`src/rtl/can_error_frame_ctrl.sv`:
```
// rtl/can_error_frame_ctrl.sv - CAN error frame sequencer with TEC/REC increment codes
module can_error_frame_ctrl #(
    parameter int FLAG_LEN  = 6,
    parameter int DELIM_LEN = 8,
    parameter int DOM_LIMIT = 8
) (
    input  logic       clk,
    input  logic       nRST,
    input  logic       bit_tick,
    input  logic       start_err,
    input  logic       is_tx,
    input  logic [1:0] error_state,
    input  logic       rx_bit,
    output logic       tx_bit,
    output logic       err_busy,
    output logic [1:0] tx_code,
    output logic [1:0] rx_code,
    output logic       frame_done
);

    localparam int CNT_MAX = (FLAG_LEN > DELIM_LEN) ? FLAG_LEN : DELIM_LEN;
    localparam int CNT_W   = $clog2(CNT_MAX + 1);
    localparam int DOM_W   = $clog2(DOM_LIMIT + 1);

    localparam logic [1:0] CODE_NONE = 2'b00;
    localparam logic [1:0] CODE_P1   = 2'b01;
    localparam logic [1:0] CODE_P8   = 2'b10;

    typedef enum logic [1:0] {
        S_IDLE  = 2'd0,
        S_FLAG  = 2'd1,
        S_ECHO  = 2'd2,
        S_DELIM = 2'd3
    } state_e;

    state_e             state_q,      state_d;
    logic               pend_q,       pend_d;
    logic [CNT_W-1:0]   cnt_q,        cnt_d;
    logic [DOM_W-1:0]   domcnt_q,     domcnt_d;
    logic               role_q,       role_d;
    logic               passive_q,    passive_d;
    logic               first_q,      first_d;
    logic               tx_bit_q,     tx_bit_d;
    logic               busy_q,       busy_d;
    logic [1:0]         tx_code_q,    tx_code_d;
    logic [1:0]         rx_code_q,    rx_code_d;
    logic               frame_done_q, frame_done_d;

    logic               enter_flag;
    logic               role_pen;
    logic [CNT_W-1:0]   cnt_inc;
    logic [DOM_W-1:0]   domcnt_inc;

    assign cnt_inc    = cnt_q + CNT_W'(1);
    assign domcnt_inc = domcnt_q + DOM_W'(1);

    // State and output registers; reset forces the idle, recessive, no-code state.
    always_ff @(posedge clk or negedge nRST) begin
        if (!nRST) begin
            state_q      <= S_IDLE;
            pend_q       <= 1'b0;
            cnt_q        <= '0;
            domcnt_q     <= '0;
            role_q       <= 1'b0;
            passive_q    <= 1'b0;
            first_q      <= 1'b0;
            tx_bit_q     <= 1'b1;
            busy_q       <= 1'b0;
            tx_code_q    <= CODE_NONE;
            rx_code_q    <= CODE_NONE;
            frame_done_q <= 1'b0;
        end else begin
            state_q      <= state_d;
            pend_q       <= pend_d;
            cnt_q        <= cnt_d;
            domcnt_q     <= domcnt_d;
            role_q       <= role_d;
            passive_q    <= passive_d;
            first_q      <= first_d;
            tx_bit_q     <= tx_bit_d;
            busy_q       <= busy_d;
            tx_code_q    <= tx_code_d;
            rx_code_q    <= rx_code_d;
            frame_done_q <= frame_done_d;
        end
    end

    // Next-state logic: codes live for one bit period, bus-off overrides everything.
    always_comb begin
        state_d      = state_q;
        pend_d       = pend_q;
        cnt_d        = cnt_q;
        domcnt_d     = domcnt_q;
        role_d       = role_q;
        passive_d    = passive_q;
        first_d      = first_q;
        tx_bit_d     = tx_bit_q;
        tx_code_d    = bit_tick ? CODE_NONE : tx_code_q;
        rx_code_d    = bit_tick ? CODE_NONE : rx_code_q;
        frame_done_d = 1'b0;
        enter_flag   = 1'b0;
        role_pen     = 1'b0;

        if (error_state[1]) begin
            state_d   = S_IDLE;
            pend_d    = 1'b0;
            cnt_d     = '0;
            domcnt_d  = '0;
            first_d   = 1'b0;
            tx_bit_d  = 1'b1;
            tx_code_d = CODE_NONE;
            rx_code_d = CODE_NONE;
        end else begin
            case (state_q)
                S_IDLE: begin
                    tx_bit_d = 1'b1;
                    if (start_err) begin
                        pend_d = 1'b1;
                    end
                    if (bit_tick && pend_q) begin
                        enter_flag = 1'b1;
                    end
                end
                S_FLAG: begin
                    if (bit_tick) begin
                        // Reading recessive on our own dominant flag is a bit error.
                        if (!passive_q && rx_bit) begin
                            role_pen = 1'b1;
                        end
                        cnt_d = cnt_inc;
                        if (cnt_inc == CNT_W'(FLAG_LEN)) begin
                            state_d  = S_ECHO;
                            tx_bit_d = 1'b1;
                            domcnt_d = '0;
                            first_d  = 1'b1;
                        end
                    end
                end
                S_ECHO: begin
                    if (bit_tick) begin
                        first_d = 1'b0;
                        if (rx_bit) begin
                            // This recessive bit already counts as delimiter bit 1.
                            state_d = S_DELIM;
                            cnt_d   = CNT_W'(1);
                        end else begin
                            if (first_q && !role_q) begin
                                rx_code_d = CODE_P8;
                            end
                            if (domcnt_inc == DOM_W'(DOM_LIMIT)) begin
                                role_pen = 1'b1;
                                domcnt_d = '0;
                            end else begin
                                domcnt_d = domcnt_inc;
                            end
                        end
                    end
                end
                S_DELIM: begin
                    if (bit_tick) begin
                        if (rx_bit) begin
                            cnt_d = cnt_inc;
                            if (cnt_inc == CNT_W'(DELIM_LEN)) begin
                                state_d      = S_IDLE;
                                frame_done_d = 1'b1;
                            end
                        end else begin
                            // Form error in the delimiter: start a fresh error frame.
                            enter_flag = 1'b1;
                        end
                    end
                end
                default: begin
                    state_d = S_IDLE;
                end
            endcase

            if (enter_flag) begin
                state_d   = S_FLAG;
                pend_d    = 1'b0;
                cnt_d     = '0;
                role_d    = is_tx;
                passive_d = error_state[0];
                tx_bit_d  = error_state[0];
                if (is_tx) begin
                    tx_code_d = CODE_P8;
                end else begin
                    rx_code_d = CODE_P1;
                end
            end

            // A penalty overwrites rather than adds, so coincident penalties give one +8.
            if (role_pen) begin
                if (role_q) begin
                    tx_code_d = CODE_P8;
                end else begin
                    rx_code_d = CODE_P8;
                end
            end
        end

        busy_d = (state_d != S_IDLE) || pend_d;
    end

    assign tx_bit     = tx_bit_q;
    assign err_busy   = busy_q;
    assign tx_code    = tx_code_q;
    assign rx_code    = rx_code_q;
    assign frame_done = frame_done_q;

endmodule

```
`config.mk`:
```
export PLATFORM = sky130hd
export DESIGN_NAME = can_error_frame_ctrl
export DESIGN_NICKNAME = d
export VERILOG_FILES = /design/src/rtl/can_error_frame_ctrl.sv
export SDC_FILE = /design/constraint.sdc
export NUM_CORES = 1
export LEC_CHECK = 0
export BUFFER_PORTS_ARGS = -buffer_cell sky130_fd_sc_hd__buf_2
export CAP_MARGIN = 20
export CORE_MARGIN = 8
export CORE_UTILIZATION = 62
export DETAILED_ROUTE_END_ITERATION = 8
export PLACE_DENSITY = 0.83
export SYNTH_ARGS = -nofsm -noshare
export SYNTH_HDL_FRONTEND = slang
export SYNTH_SLANG_ARGS = --single-unit
```
`constraint.sdc`:
```
create_clock -name clk -period 6 [get_ports clk]
set_clock_uncertainty 0.05 [all_clocks]
set_input_delay 1.2 -clock clk [delete_from_list [all_inputs] [get_ports clk]]
set_output_delay 1.2 -clock clk [all_outputs]
set_load 0.005 [all_outputs]
```
Word-level counts from Yosys, hierarchy flattened
Cells that the tools add are included.
{"block": "classes", "eq_ne": 16, "muxes": 70, "n_reduce_logical": 16, "bitwise": 1, "n_addsub": 2}
{"op": "4-bit two-way mux", "count": 13}
{"op": "2-bit two-way mux", "count": 25}
{"op": "1-bit two-way mux", "count": 25}
{"op": "4-bit != test, second input constant", "count": 6}
{"op": "3-bit != test, second input constant", "count": 4}
{"op": "4-bit case mux with 3 select lines", "count": 1}
{"op": "4-bit by 1-bit adder with 4-bit output, second input constant", "count": 2}
{"op": "4-bit equality test, second input constant", "count": 2}
{"op": "1-bit case mux with 2 select lines", "count": 4}
{"op": "4-bit case mux with 2 select lines", "count": 1}
{"op": "2-bit case mux with 3 select lines", "count": 1}
{"op": "6-bit AND reduction", "count": 1}
{"op": "5-bit AND reduction", "count": 1}
{"op": "5-bit nonzero test", "count": 1}
{"op": "2-bit equality test, second input constant", "count": 2}
{"op": "4-bit by 3-bit equality test with 1-bit output, second input constant", "count": 1}
{"op": "4-bit AND reduction", "count": 1}
{"op": "4-bit nonzero test", "count": 1}
{"op": "1-bit logical AND", "count": 3}
{"op": "3-bit AND reduction", "count": 1}
{"op": "3-bit nonzero test", "count": 1}
{"op": "2-bit by 1-bit equality test with 1-bit output, second input constant", "count": 1}
{"op": "1-bit zero test", "count": 2}
{"op": "2-bit zero test", "count": 1}
{"op": "other kinds (4)", "count": 4}
{"block": "totals", "register_bits": 21, "input_bits": 8, "word_cells": 117, "out_inout_bits": 7}

Depth between registers and ports, before layout
{"block": "depth", "depth_word": 11, "mapped_depth": 8, "depth_no_buf": 7}

Least setup slack after synthesis
No wires, ideal clock.
{"block": "synth_path", "path_kind": "input-to-reg", "startpoint": "in rx_bit", "endpoint": "reg cnt_q[0]", "arrival_time_ns": 2.281, "t_required_ns": 5.825, "path_slack_ns": 3.544, "cell_stages": 5, "setup_time_ns": 0.125, "path_buffers": 0, "path_cell_list": "nand2b_1 > a211o_2 > a22oi_2 > or2_4 > mux2_2"}
{"block": "synth_between", "elab_chain_len": 6, "word_cells_on_any_way": 13}
{"item": "from (decl)", "line": "13", "rtl": "input logic rx_bit,"}
{"item": "1-bit two-way mux", "line": "161", "rtl": "if (rx_bit) begin"}
{"item": "1-bit two-way mux", "line": "160", "rtl": "if (bit_tick) begin"}
{"item": "1-bit case mux with 2 select lines", "line": "114", "rtl": "case (state_q)"}
{"item": "1-bit two-way mux", "line": "104", "rtl": "if (error_state[1]) begin"}
{"item": "4-bit != test (no line), or another cell as far along"}
{"item": "6-bit AND reduction (no line) / 4-bit two-way mux (equally long branches)"}
{"item": "to (signal assigned)", "line": "75", "rtl": "cnt_q <= cnt_d;"}
{"item": "to (decl)", "line": "38", "rtl": "logic [CNT_W-1:0] cnt_q, cnt_d;"}
Parallel ways exist; a longest one is shown, timed or not. The select of a mux whose other input is x is not followed.
A chain may end at the register's enable or synchronous reset.

Worst setup path after layout
{"block": "layout_path", "startpoint": "in bit_tick", "endpoint": "reg cnt_q[1]"}
{"block": "layout_between", "elab_chain_len": 6, "word_cells_on_any_way": 14}
{"item": "from (decl)", "line": "9", "rtl": "input logic bit_tick,"}
{"item": "1-bit logical AND", "line": "120", "rtl": "if (bit_tick && pend_q) begin"}
{"item": "1-bit two-way mux", "line": "120"}
{"item": "1-bit case mux with 2 select lines", "line": "114"}
{"item": "1-bit two-way mux", "line": "104"}
{"item": "4-bit != test (no line), or another cell as far along"}
{"item": "6-bit AND reduction (no line) / 4-bit two-way mux (equally long branches)"}
Parallel ways exist; a longest one is shown, timed or not. The select of a mux whose other input is x is not followed.

==> out/results.tsv <==
metric	value	unit
viasPerCell	6.35	
synth_area	1470	sq um
start_kind	input port	
critPathBufInv	2	
max_freq	390	MHz
drc	0	
ir_worst_vdd	0.000164	V
p_sw_share	29.6	%
vias	1269	
cts_sinks	21	
pre_cts_slack	3.13	ns
status	finished, final reports clean	
worstPathCellList	buf_2 > inv_1 > a211o_2 > a22oi_2 > or2_4 > mux2_2	
htree_levels	1	
fin_area	1580	sq um
cts_buffer_depth	2	
setup_viol	0	
cts_inserted_buffers	3	
grt_max_degree	22	
hp-class	flop to flop	
required	6.16	ns
finalHoldViolations	0	
postSynthAreaPerCell	9.27	sq um
routedWlPerCell	16.9	microns
async_reset_ff_share	100	%
cts_hold_buf	0	
critPathTopFamily	compound AO/OA/AOI/OAI gates	
insertion_delay	0.31	ns
p_total	279	uW
tns	0	ns
drt_iter0_drc	97	
n_fill_cell	185	
rows	17	
rsz0062_at_grt	false	
use_met1	20.3	%
period_needed	2.56	ns
cpPeakStageDelay	0.43	ns
crit_type	input port to flop	
drive_gt1_share	21.5	%
wirelength	3380	microns
drv_slew	0	
worst_slack	3.44	ns
antenna_found_initial	0	
tightest_slew	0.476	ns
ys_ff_latch	21	
netlist_top_cells_area	dfrtp_1, ha_1, nor2_1, a21oi_1, mux2_2	
die_height	64.8	microns
ant_nets	0	
leakage	0.679	nW
die_area	4190	sq um
ios	15	
slowest_stage	a211o_2	
synth-edff-count	0	
nNetsFinal	190	
dpl_cell_area	1550	sq um
insertedDiodeCount	0	
p_int	197	uW
timing.slew.headroom	68.2	%
grt.met2_usage	30.4	%
port_buffers	14	
critPathCaptureType	flop	
pwr-share-clk	25.1	%
yosys.area.top_type_share	34.0	%
grt_use_met3	2.75	%
die_w	64.8	microns
synth.distinct_cells	50	
clk_pin_slew	0.12	ns
power_frac_comb	17.1	%
grt_pass1_wl	5900	microns
firstDrtPassIters	4	
hpwl	2510	microns
cts_root_buffer	clkbuf_4	
globalplace.congestion	0.929	
core_area	2230	sq um
grt_use_total	17.1	%
p_seq_share	57.9	%
cts_setup_buffers	0	
synth_ff_type	dfrtp_1	
synth-seq-area-share	35.7	%
synthCells	159	
ctsResizeCount	0	
synth_nets	176	
yosys_warnings	0	
synth.largest_area_cell	dfrtp_1	
initial_core_util	66.0	%
switchingPower	82.8	uW
cp_max_fo	12	
overflow	0	
power-per-cell-area	177	nW/um^2
post-route-period-util	42.7	%
cp.arrival	2.72	ns
cts_tree	yes	
grt_pass1_vias	1284	
busiest_layer	met2	
syn_to_final_growth	7.05	%
drv_cap	0	
## cell usage after synthesis (2+ instances only)
cell      number
dfrtp_1       20
a31oi_1        2
mux2i_1        2
inv_1         11
a21boi_0       2
a21oi_1       11
o211ai_1       3
nand2b_1       2
nand3b_1       2
a21o_1         2
clkbuf_1       2
and3b_1        2
buf_2          2
nand3_1        3
a22o_1         2
o21bai_1       2
a311oi_1       2
nand2_1       12
nor2_1        18
mux2_2         4
nor2b_1        2
nor3b_1        5
ha_1           9
nor3_1         5
o21ai_0        7
## sequential cells by signal, summed over array words and instances, names as in the netlist, 2 cells and up
name,count
tx_code,2
domcnt_q,4
state_q,2
cnt_q,4
rx_code,2
## layout make-up
cell class,count,area [sq um],area share (%)
tap,28,35.0,2.22
timing repair buffer,14,70.1,4.44
inverter,11,41.3,2.62
multi-input combinational,122,877,55.6
clock inverter,1,5.00,0.317
sequential,21,527,33.4
clock buffer,3,22.5,1.43
## cells by family after synthesis
family | Yosys count | synth area share (%)
simple gates | 57 | 20.9
compound gates | 49 | 25.6
flops | 21 | 35.7
buf+inv | 16 | 4.75
fa+ha+maj | 9 | 7.64
mux | 7 | 5.43
## power groups by stage
stage                     Clock, mW  Sequential, mW  Combinational (mW)
after global placement            0           0.163              0.0460
after CTS                    0.0733           0.161              0.0480
after detailed placement          0           0.164              0.0477
after global routing         0.0787           0.163              0.0537
final                        0.0700           0.162              0.0477
after floorplan                   0           0.161              0.0351
## layer usage
layer | part of all wire (%) | wire [microns]
met1 | 41 | 1380
met2 | 54 | 1820
met3 | 4.1 | 139
met4 | 1.2 | 42
met5 | 0 | 0
## path summary, 6_finish.rpt
kind	from	to	slack [ns]	cells past startpoint
worst max-delay path	bit_tick	cnt_q[1]	3.44	6
worst max register to register	state_q[0]	domcnt_q[3]	3.59	7
worst min-delay path	rx_code[0]	rx_code[0]	0.49	2
min in group asynchronous	nRST	domcnt_q[0]	0.77	1
worst min register to register	rx_code[0]	rx_code[0]	0.49	2
max in group asynchronous	nRST	tx_bit	4.77	1
## worst register-to-register path, cell delays in order, from the launching register on
cell	delay [ns]
dfrtp_1	0.48
inv_1	0.12
ha_1	0.45
inv_1	0.27
a311oi_1	0.41
o21ai_0	0.21
nor3_1	0.22
a22o_1	0.16
## stage by stage
stage | hold slack (ns) | utilization (%) | std cells
2_1_floorplan | 0.432 | - | 159
3_3_place_gp | 0.456 | 69.4 | 196
3_5_place_dp | 0.470 | 69.4 | 196
4_1_cts | 0.498 | 70.6 | 200
5_1_grt | 0.515 | 70.6 | 200
6_report | 0.494 | 70.6 | 200
## layout by cell type (no fill, tap or decap), types with 2 or more instances in the layout
cell / Yosys / routed
o21ai_0: 7 / 7
buf_2: 2 / 14
a22o_1: 2 / 2
nand3b_1: 2 / 2
o211ai_1: 3 / 3
mux2i_1: 2 / 2
o21bai_1: 2 / 2
nand2_1: 12 / 12
nand3_1: 3 / 3
nor3_1: 5 / 5
ha_1: 9 / 9
clkbuf_4: 0 / 3
nor2b_1: 2 / 2
a21boi_0: 2 / 2
a21oi_1: 11 / 11
dfrtp_1: 20 / 20
nand2b_1: 2 / 2
nor2_1: 18 / 18
mux2_2: 4 / 4
inv_1: 11 / 11
a21o_1: 2 / 2
nor3b_1: 5 / 5
a311oi_1: 2 / 2
a31oi_1: 2 / 2
and3b_1: 2 / 2
Power figures use the tool's default switching activity.
